==> config.mk <==
export PLATFORM = sky130hd
export DESIGN_NAME = instr_encode
export DESIGN_NICKNAME = d
export VERILOG_FILES = /design/src/rtl/dungv_isa_pkg.sv /design/src/rtl/instr_enc_buf.sv /design/src/rtl/instr_encode.sv
export SDC_FILE = /design/constraint.sdc
export NUM_CORES = 1
export LEC_CHECK = 0
export BUFFER_PORTS_ARGS = -buffer_cell sky130_fd_sc_hd__buf_2
export CAP_MARGIN = 20
export CORE_MARGIN = 2
export CORE_UTILIZATION = 54
export DETAILED_ROUTE_END_ITERATION = 6
export PLACE_DENSITY = 0.79
export RECOVER_POWER = 50
export SLEW_MARGIN = 10
export SYNTH_ARGS = -nofsm -noshare
export SYNTH_HDL_FRONTEND = slang
export SYNTH_SLANG_ARGS = --single-unit
==> constraint.sdc <==
create_clock -name clk -period 3.7 [get_ports clk]
set_input_delay 0.185 -clock clk [delete_from_list [all_inputs] [get_ports clk]]
set_output_delay 0.185 -clock clk [all_outputs]
set_load 0.03 [all_outputs]
==> src/rtl/dungv_isa_pkg.sv <==
// Shared DungV ISA definitions: class flags, EXT/memory sub-op codes and field bit positions.
// Used by both the instruction decoder and the instruction encoder.
package dungv_isa_pkg;

    typedef enum logic [1:0] {
        FLAG_NOP = 2'd0,
        FLAG_ALU = 2'd1,
        FLAG_EXT = 2'd2,
        FLAG_MEM = 2'd3
    } flag_e;

    localparam logic [3:0] OPER_EXT_REG = 4'd2;
    localparam logic [3:0] OPER_EXT_IMM = 4'd3;

    // mem_op 1/2 carry a register, 0/3 carry an immediate
    localparam logic [1:0] MEM_OP_IMM_0 = 2'd0;
    localparam logic [1:0] MEM_OP_REG_1 = 2'd1;
    localparam logic [1:0] MEM_OP_REG_2 = 2'd2;
    localparam logic [1:0] MEM_OP_IMM_3 = 2'd3;

    localparam int FLAG_MSB    = 31;
    localparam int FLAG_LSB    = 30;

    localparam int OPER_MSB    = 29;
    localparam int OPER_LSB    = 26;
    localparam int RR_RA_MSB   = 25;
    localparam int RR_RA_LSB   = 20;
    localparam int RR_RB_MSB   = 19;
    localparam int RR_RB_LSB   = 14;
    localparam int RI_IMM_MSB  = 19;
    localparam int RI_IMM_LSB  = 4;

    localparam int MEM_OP_MSB  = 29;
    localparam int MEM_OP_LSB  = 28;
    localparam int MR_RA_MSB   = 27;
    localparam int MR_RA_LSB   = 22;
    localparam int MR_ADDR_MSB = 21;
    localparam int MR_ADDR_LSB = 12;
    localparam int MI_ADDR_MSB = 27;
    localparam int MI_ADDR_LSB = 18;
    localparam int MI_IMM_MSB  = 17;
    localparam int MI_IMM_LSB  = 2;

endpackage

==> src/rtl/instr_enc_buf.sv <==
// Two-entry FIFO holding packed {instr, pc} words; head visible the cycle after a push into empty.
// Push ignored when full, pop ignored when empty; count exported so the parent derives ready/valid.
module instr_enc_buf #(
    parameter int             W       = 42,
    parameter logic [W-1:0]   RST_VAL = '0
) (
    input  logic         clk,
    input  logic         rst_n,
    input  logic         push,
    input  logic [W-1:0] push_dat,
    input  logic         pop,
    output logic [W-1:0] head_dat,
    output logic [1:0]   count
);

    logic [W-1:0] mem [2];
    logic         wr_ptr;
    logic         rd_ptr;
    logic         push_ok;
    logic         pop_ok;

    assign push_ok  = push && (count != 2'd2);
    assign pop_ok   = pop  && (count != 2'd0);
    assign head_dat = mem[rd_ptr];

    always_ff @(posedge clk or negedge rst_n) begin
        if (!rst_n) begin
            mem[0] <= RST_VAL;
            mem[1] <= RST_VAL;
            wr_ptr <= 1'b0;
            rd_ptr <= 1'b0;
            count  <= 2'd0;
        end else begin
            if (push_ok) begin
                mem[wr_ptr] <= push_dat;
                wr_ptr      <= ~wr_ptr;
            end
            if (pop_ok) begin
                rd_ptr <= ~rd_ptr;
            end
            case ({push_ok, pop_ok})
                2'b10:   count <= count + 2'd1;
                2'b01:   count <= count - 2'd1;
                default: count <= count;
            endcase
        end
    end

endmodule

==> src/rtl/instr_encode.sv <==
// Packs DungV field bundles into 32-bit words, NOPs illegal ones, tags each with a sequential pc.
// Latency 1 cycle into a 2-entry buffer; in_ready depends only on the registered buffer count.
module instr_encode
    import dungv_isa_pkg::*;
#(
    parameter int ADDR_W    = 10,
    parameter int BASE_ADDR = 0,
    parameter int ERR_W     = 8
) (
    input  logic              clk,
    input  logic              rst_n,
    input  logic              in_valid,
    output logic              in_ready,
    input  logic [1:0]        in_flag,
    input  logic [3:0]        in_oper,
    input  logic [5:0]        in_rega,
    input  logic [5:0]        in_regb,
    input  logic [15:0]       in_intermed,
    input  logic [1:0]        in_mem_op,
    input  logic [9:0]        in_mem_addr,
    output logic              out_valid,
    input  logic              out_ready,
    output logic [31:0]       out_instr,
    output logic [ADDR_W-1:0] out_pc,
    output logic              illegal,
    output logic [ERR_W-1:0]  err_count
);

    localparam logic [ADDR_W-1:0] BASE = ADDR_W'(BASE_ADDR);
    localparam int                PW   = 32 + ADDR_W;

    logic [31:0]       word;
    logic              word_ill;
    logic              push;
    logic              pop;
    logic [1:0]        count;
    logic [ADDR_W-1:0] pc_next;
    logic [PW-1:0]     head_dat;

    assign in_ready  = (count != 2'd2);
    assign out_valid = (count != 2'd0);
    assign push      = in_valid && in_ready;
    assign pop       = out_valid && out_ready;
    assign out_instr = head_dat[PW-1:ADDR_W];
    assign out_pc    = head_dat[ADDR_W-1:0];

    always_comb begin
        word     = '0;
        word_ill = 1'b0;
        word[FLAG_MSB:FLAG_LSB] = in_flag;
        case (flag_e'(in_flag))
            FLAG_ALU: begin
                word[OPER_MSB:OPER_LSB]   = in_oper;
                word[RR_RA_MSB:RR_RA_LSB] = in_rega;
                word[RR_RB_MSB:RR_RB_LSB] = in_regb;
            end
            FLAG_EXT: begin
                word[OPER_MSB:OPER_LSB]   = in_oper;
                word[RR_RA_MSB:RR_RA_LSB] = in_rega;
                if (in_oper == OPER_EXT_REG) begin
                    word[RR_RB_MSB:RR_RB_LSB] = in_regb;
                end else if (in_oper == OPER_EXT_IMM) begin
                    word[RI_IMM_MSB:RI_IMM_LSB] = in_intermed;
                end else begin
                    word_ill = 1'b1;
                end
            end
            FLAG_MEM: begin
                word[MEM_OP_MSB:MEM_OP_LSB] = in_mem_op;
                if (in_mem_op == MEM_OP_REG_1 || in_mem_op == MEM_OP_REG_2) begin
                    word[MR_RA_MSB:MR_RA_LSB]     = in_rega;
                    word[MR_ADDR_MSB:MR_ADDR_LSB] = in_mem_addr;
                end else begin
                    word[MI_ADDR_MSB:MI_ADDR_LSB] = in_mem_addr;
                    word[MI_IMM_MSB:MI_IMM_LSB]   = in_intermed;
                end
            end
            default: word = '0;
        endcase
        // an illegal bundle still consumes a pc slot but is emitted as NOP
        if (word_ill) begin
            word = '0;
        end
    end

    instr_enc_buf #(
        .W       (PW),
        .RST_VAL ({32'h0, BASE})
    ) u_buf (
        .clk      (clk),
        .rst_n    (rst_n),
        .push     (push),
        .push_dat ({word, pc_next}),
        .pop      (pop),
        .head_dat (head_dat),
        .count    (count)
    );

    always_ff @(posedge clk or negedge rst_n) begin
        if (!rst_n) begin
            pc_next   <= BASE;
            illegal   <= 1'b0;
            err_count <= '0;
        end else begin
            illegal <= push && word_ill;
            if (push) begin
                pc_next <= pc_next + ADDR_W'(1);
                if (word_ill && err_count != {ERR_W{1'b1}}) begin
                    err_count <= err_count + ERR_W'(1);
                end
            end
        end
    end

endmodule

==> impl_metrics.yaml <==
synth:
  ys_warn_count: 0
  ys_ff_latch: 103
  synth_cell_type_count: 44
  synth_top_area_share_pct: 50.5
  yosys-top-cells-area: "dfrtp_1 50%, mux2_2 12%, nand2_1 8.4%"
  syn_avg_cell_area_sq_um: 10.5
  syn_area_sq_mm: 0.00511
  syn_inst: 488
  seq_area_frac_synth_pct: 50.5
  yosys.area.top_type: "dfrtp_1"
  synth_async_sr_flop_share_pct: 100
  synth_edf_count: 0
  ys_dominant_reg_cell: "dfrtp_1"
pwr:
  p_comb_share_pct: 45.2
  p_seq_share_pct: 39.8
  p_total_w: 0.00457
  swShare_pct: 44.0
  p_switching_w: 0.00201
  p_leak_nw: 2.83
  power_density_mw_per_mm2: 786
  power_frac_clock_pct: 15.0
  irDropWorstVdd_uv: 427
  p_int_w: 0.00256
critical_path:
  r2r_end: "u_buf.mem[65]$_DFFE_PN0P_"
  cp_cell_sequence: "nor2b_1 > inv_1 > nand3b_1 > buf_4 > buf_4 > o21ai_0"
  ff2ff_setup_slack_ns: 1.26
  rr_worst_depth: 6
  cp-endpoint: "u_buf.mem[65]$_DFFE_PN0P_"
  cpMostUsedCell: "buf_4"
  critPathArrivalTime_ns: 2.68
  worst_ep_required_time_ns: 3.95
  crit_start: "u_buf.count[0]$_DFFE_PN0P_"
  crit_fanout: 31
  crit_slowest_cell: "nand3b_1"
  worstSetupPathType: "reg2reg"
  end_kind: "flop"
  reg2reg_from: "u_buf.count[0]$_DFFE_PN0P_"
  max_stage_delay_ns: 0.67
  start_kind: "flop"
cts:
  clk_pin_slew_worst_paths_ns: 0.10
  cts.sink_count: 103
  htree_num_levels: 3
  cts_max_path_buffers: 2
  cts_made_buffers: 9
  clkLatencyLatePin_ns: 0.38
  cts-root-buf: "clkbuf_8"
  cts_resized: 0
  cts_setup_buffers: 0
  cts_tree: "yes"
sta:
  setup_violations: 0
  fmax_mhz: 410
  skew_ns: 0.0162
  fin_setup_tns_ns: 0
  rsz0062_at_grt: "false"
  hold_viol: 0
  slew_violations: 77
  max_slew_margin_pct: -23.0
  timing.final.crit_share_pct: 65.9
  fin_crit_ns: 2.44
  worst_pin_slew_ns: 1.85
floorplan:
  ios: 103
  die_w_um: 101
  fp-row-count: 35
  coreArea_sq_mm: 0.00920
  start_util_pct: 55.6
  dieHeight_um: 101
  dieArea_sq_mm: 0.0103
route:
  drt-total-wl_mm: 11.7
  drt_iter0_markers: 243
  wl_per_cell_um: 16.8
  firstDrtPassIters: 5
  drc_errors: 0
  vias: 4001
  via_per_inst: 5.77
  detail-route-antenna-nets: 0
layout:
  final_util_pct: 63.3
  fillers: 756
  final_common_cell: "nand2_1"
  drive_gt1_share_pct: 29.9
  seqCellArea_sq_mm: 0.00258
  stdcell_count: 693
  multiInputGateArea_sq_mm: 0.00235
  final_cell_mix: "115 x nand2_1, 103 x dfrtp_1, 88 x buf_2, 55 x mux2_2, 30 x o21ai_0"
  synthToLayoutAreaGrowth_pct: 14.0
  final_nets: 630
  diodes: 0
placed_design:
  gp_congestion: 0.863
  dpl.hpwl_mm: 8.16
  dp.cells: 676
  port_buffers: 100
grt:
  grt_pass1_wl_mm: 19.2
  grt-ovfl-total: 0
  track_usage_pct: 23.9
  antenna_found_initial: 0
  grt_start_max_net_pins: 77
  grt_pass1_vias: 3900
run_status:
  status: "complete, but fails checks"
  violations: "max-capacitance violations, max-slew violations"
min_path:
  hold_path_class: "in2reg"
job:
  maxCapViolations: 1
[synth_stat cells, types with 2 or more instances]
cell type and count:
a221o_1 2, clkbuf_1 7, inv_1 4, mux2_2 55
xor2_1 9, dfrtp_1 103, mux2i_1 9, xnor2_1 9
nand4_1 3, a22oi_1 10, o21ai_0 30, buf_1 3
nor2_1 17, nand2b_1 8, a32o_1 14, nor3b_2 2
and3_1 4, nor3_1 7, nand2_1 115, nand3_1 11
ha_1 3, o2bb2ai_1 10, buf_2 16, a221oi_1 10
and2_1 5, buf_4 3, buf_6 2
[final cells by class]
type	instances	share of cell area, %
sequential	103	44.3
multi-input combinational	350	40.4
timing repair buffer	108	9.39
tap	111	2.39
clock buffer	10	2.36
clock inverter	6	0.881
inverter	5	0.322
[layer usage]
metal	global-route usage [%]	part of all wire (%)
met5	0	0
met3	4.07	5.8
met4	8.84	1.8
met2	38.3	49
met1	32.8	43
[state kept, by name (all words and copies together) (netlist names)]
register and flops:
u_buf.rd_ptr 1, u_buf.count 2, err_count 8, u_buf.wr_ptr 1, pc_next 10, u_buf.mem 80
illegal 1
[power groups by stage]
stage / Clock, W / Combinational, W / Sequential, W
global route: 0.000743 / 0.00223 / 0.00188
global placement: 0 / 0.00203 / 0.00181
detailed placement: 0 / 0.00208 / 0.00184
CTS: 0.000697 / 0.00209 / 0.00182
floorplan: 0 / 0.00155 / 0.00178
finish: 0.000686 / 0.00207 / 0.00182
[stage by stage]
stage	hold WS (ns)	area (sq um)	setup slack (ns)
floorplan	-0.111	5110	2.00
global placement	0.381	5650	1.55
detailed placement	0.396	5650	1.42
CTS	0.0258	5850	1.26
global route	0.0342	5820	0.875
finish	0.0394	5820	1.26
[kinds of logic after synthesis]
group	after synthesis	synth area share (%)
XOR/XNOR	19	3.40
multiplexers	65	14.2
AO/OA/AOI/OAI	80	11.4
other	1	0.0734
buffers and inverters	36	3.55
flip-flops	103	50.5
adder cells (fa/ha/maj)	3	0.735
AND/OR/NAND/NOR	181	16.2
[timing repair]
| action | CTS | global route |
|---|---|---|
| hold buffers | 1 | 0 |
| endpoints found under the hold margin | 45 | 0 |
| endpoints found under the setup margin | 0 | 0 |
[critical path: cells and delay by family, from the launching register on]
family / cells / cell delay (ns)
AND/OR/NAND/NOR: 2 / 0.94
buffers and inverters: 3 / 0.79
flip-flops: 1 / 0.43
AO/OA/AOI/OAI: 1 / 0.15
[how the worst min path moves through the flow]
| stage | from | to | slack [ns] | cells after the start |
|---|---|---|---|---|
| floorplan | rst_n | err_count[0]$_DFFE_PN0P_ | -0.11 | 0 |
| global placement | rst_n | u_buf.mem[13]$_DFFE_PN0P_ | 0.38 | 1 |
| detailed placement | rst_n | err_count[5]$_DFFE_PN0P_ | 0.40 | 1 |
| CTS | in_regb[4] | u_buf.mem[70]$_DFFE_PN0P_ | 0.03 | 2 |
| global route | in_regb[4] | u_buf.mem[28]$_DFFE_PN0P_ | 0.03 | 2 |
| finish | in_regb[4] | u_buf.mem[70]$_DFFE_PN0P_ | 0.04 | 2 |
No activity file was read; power rests on OpenSTA's default activity.
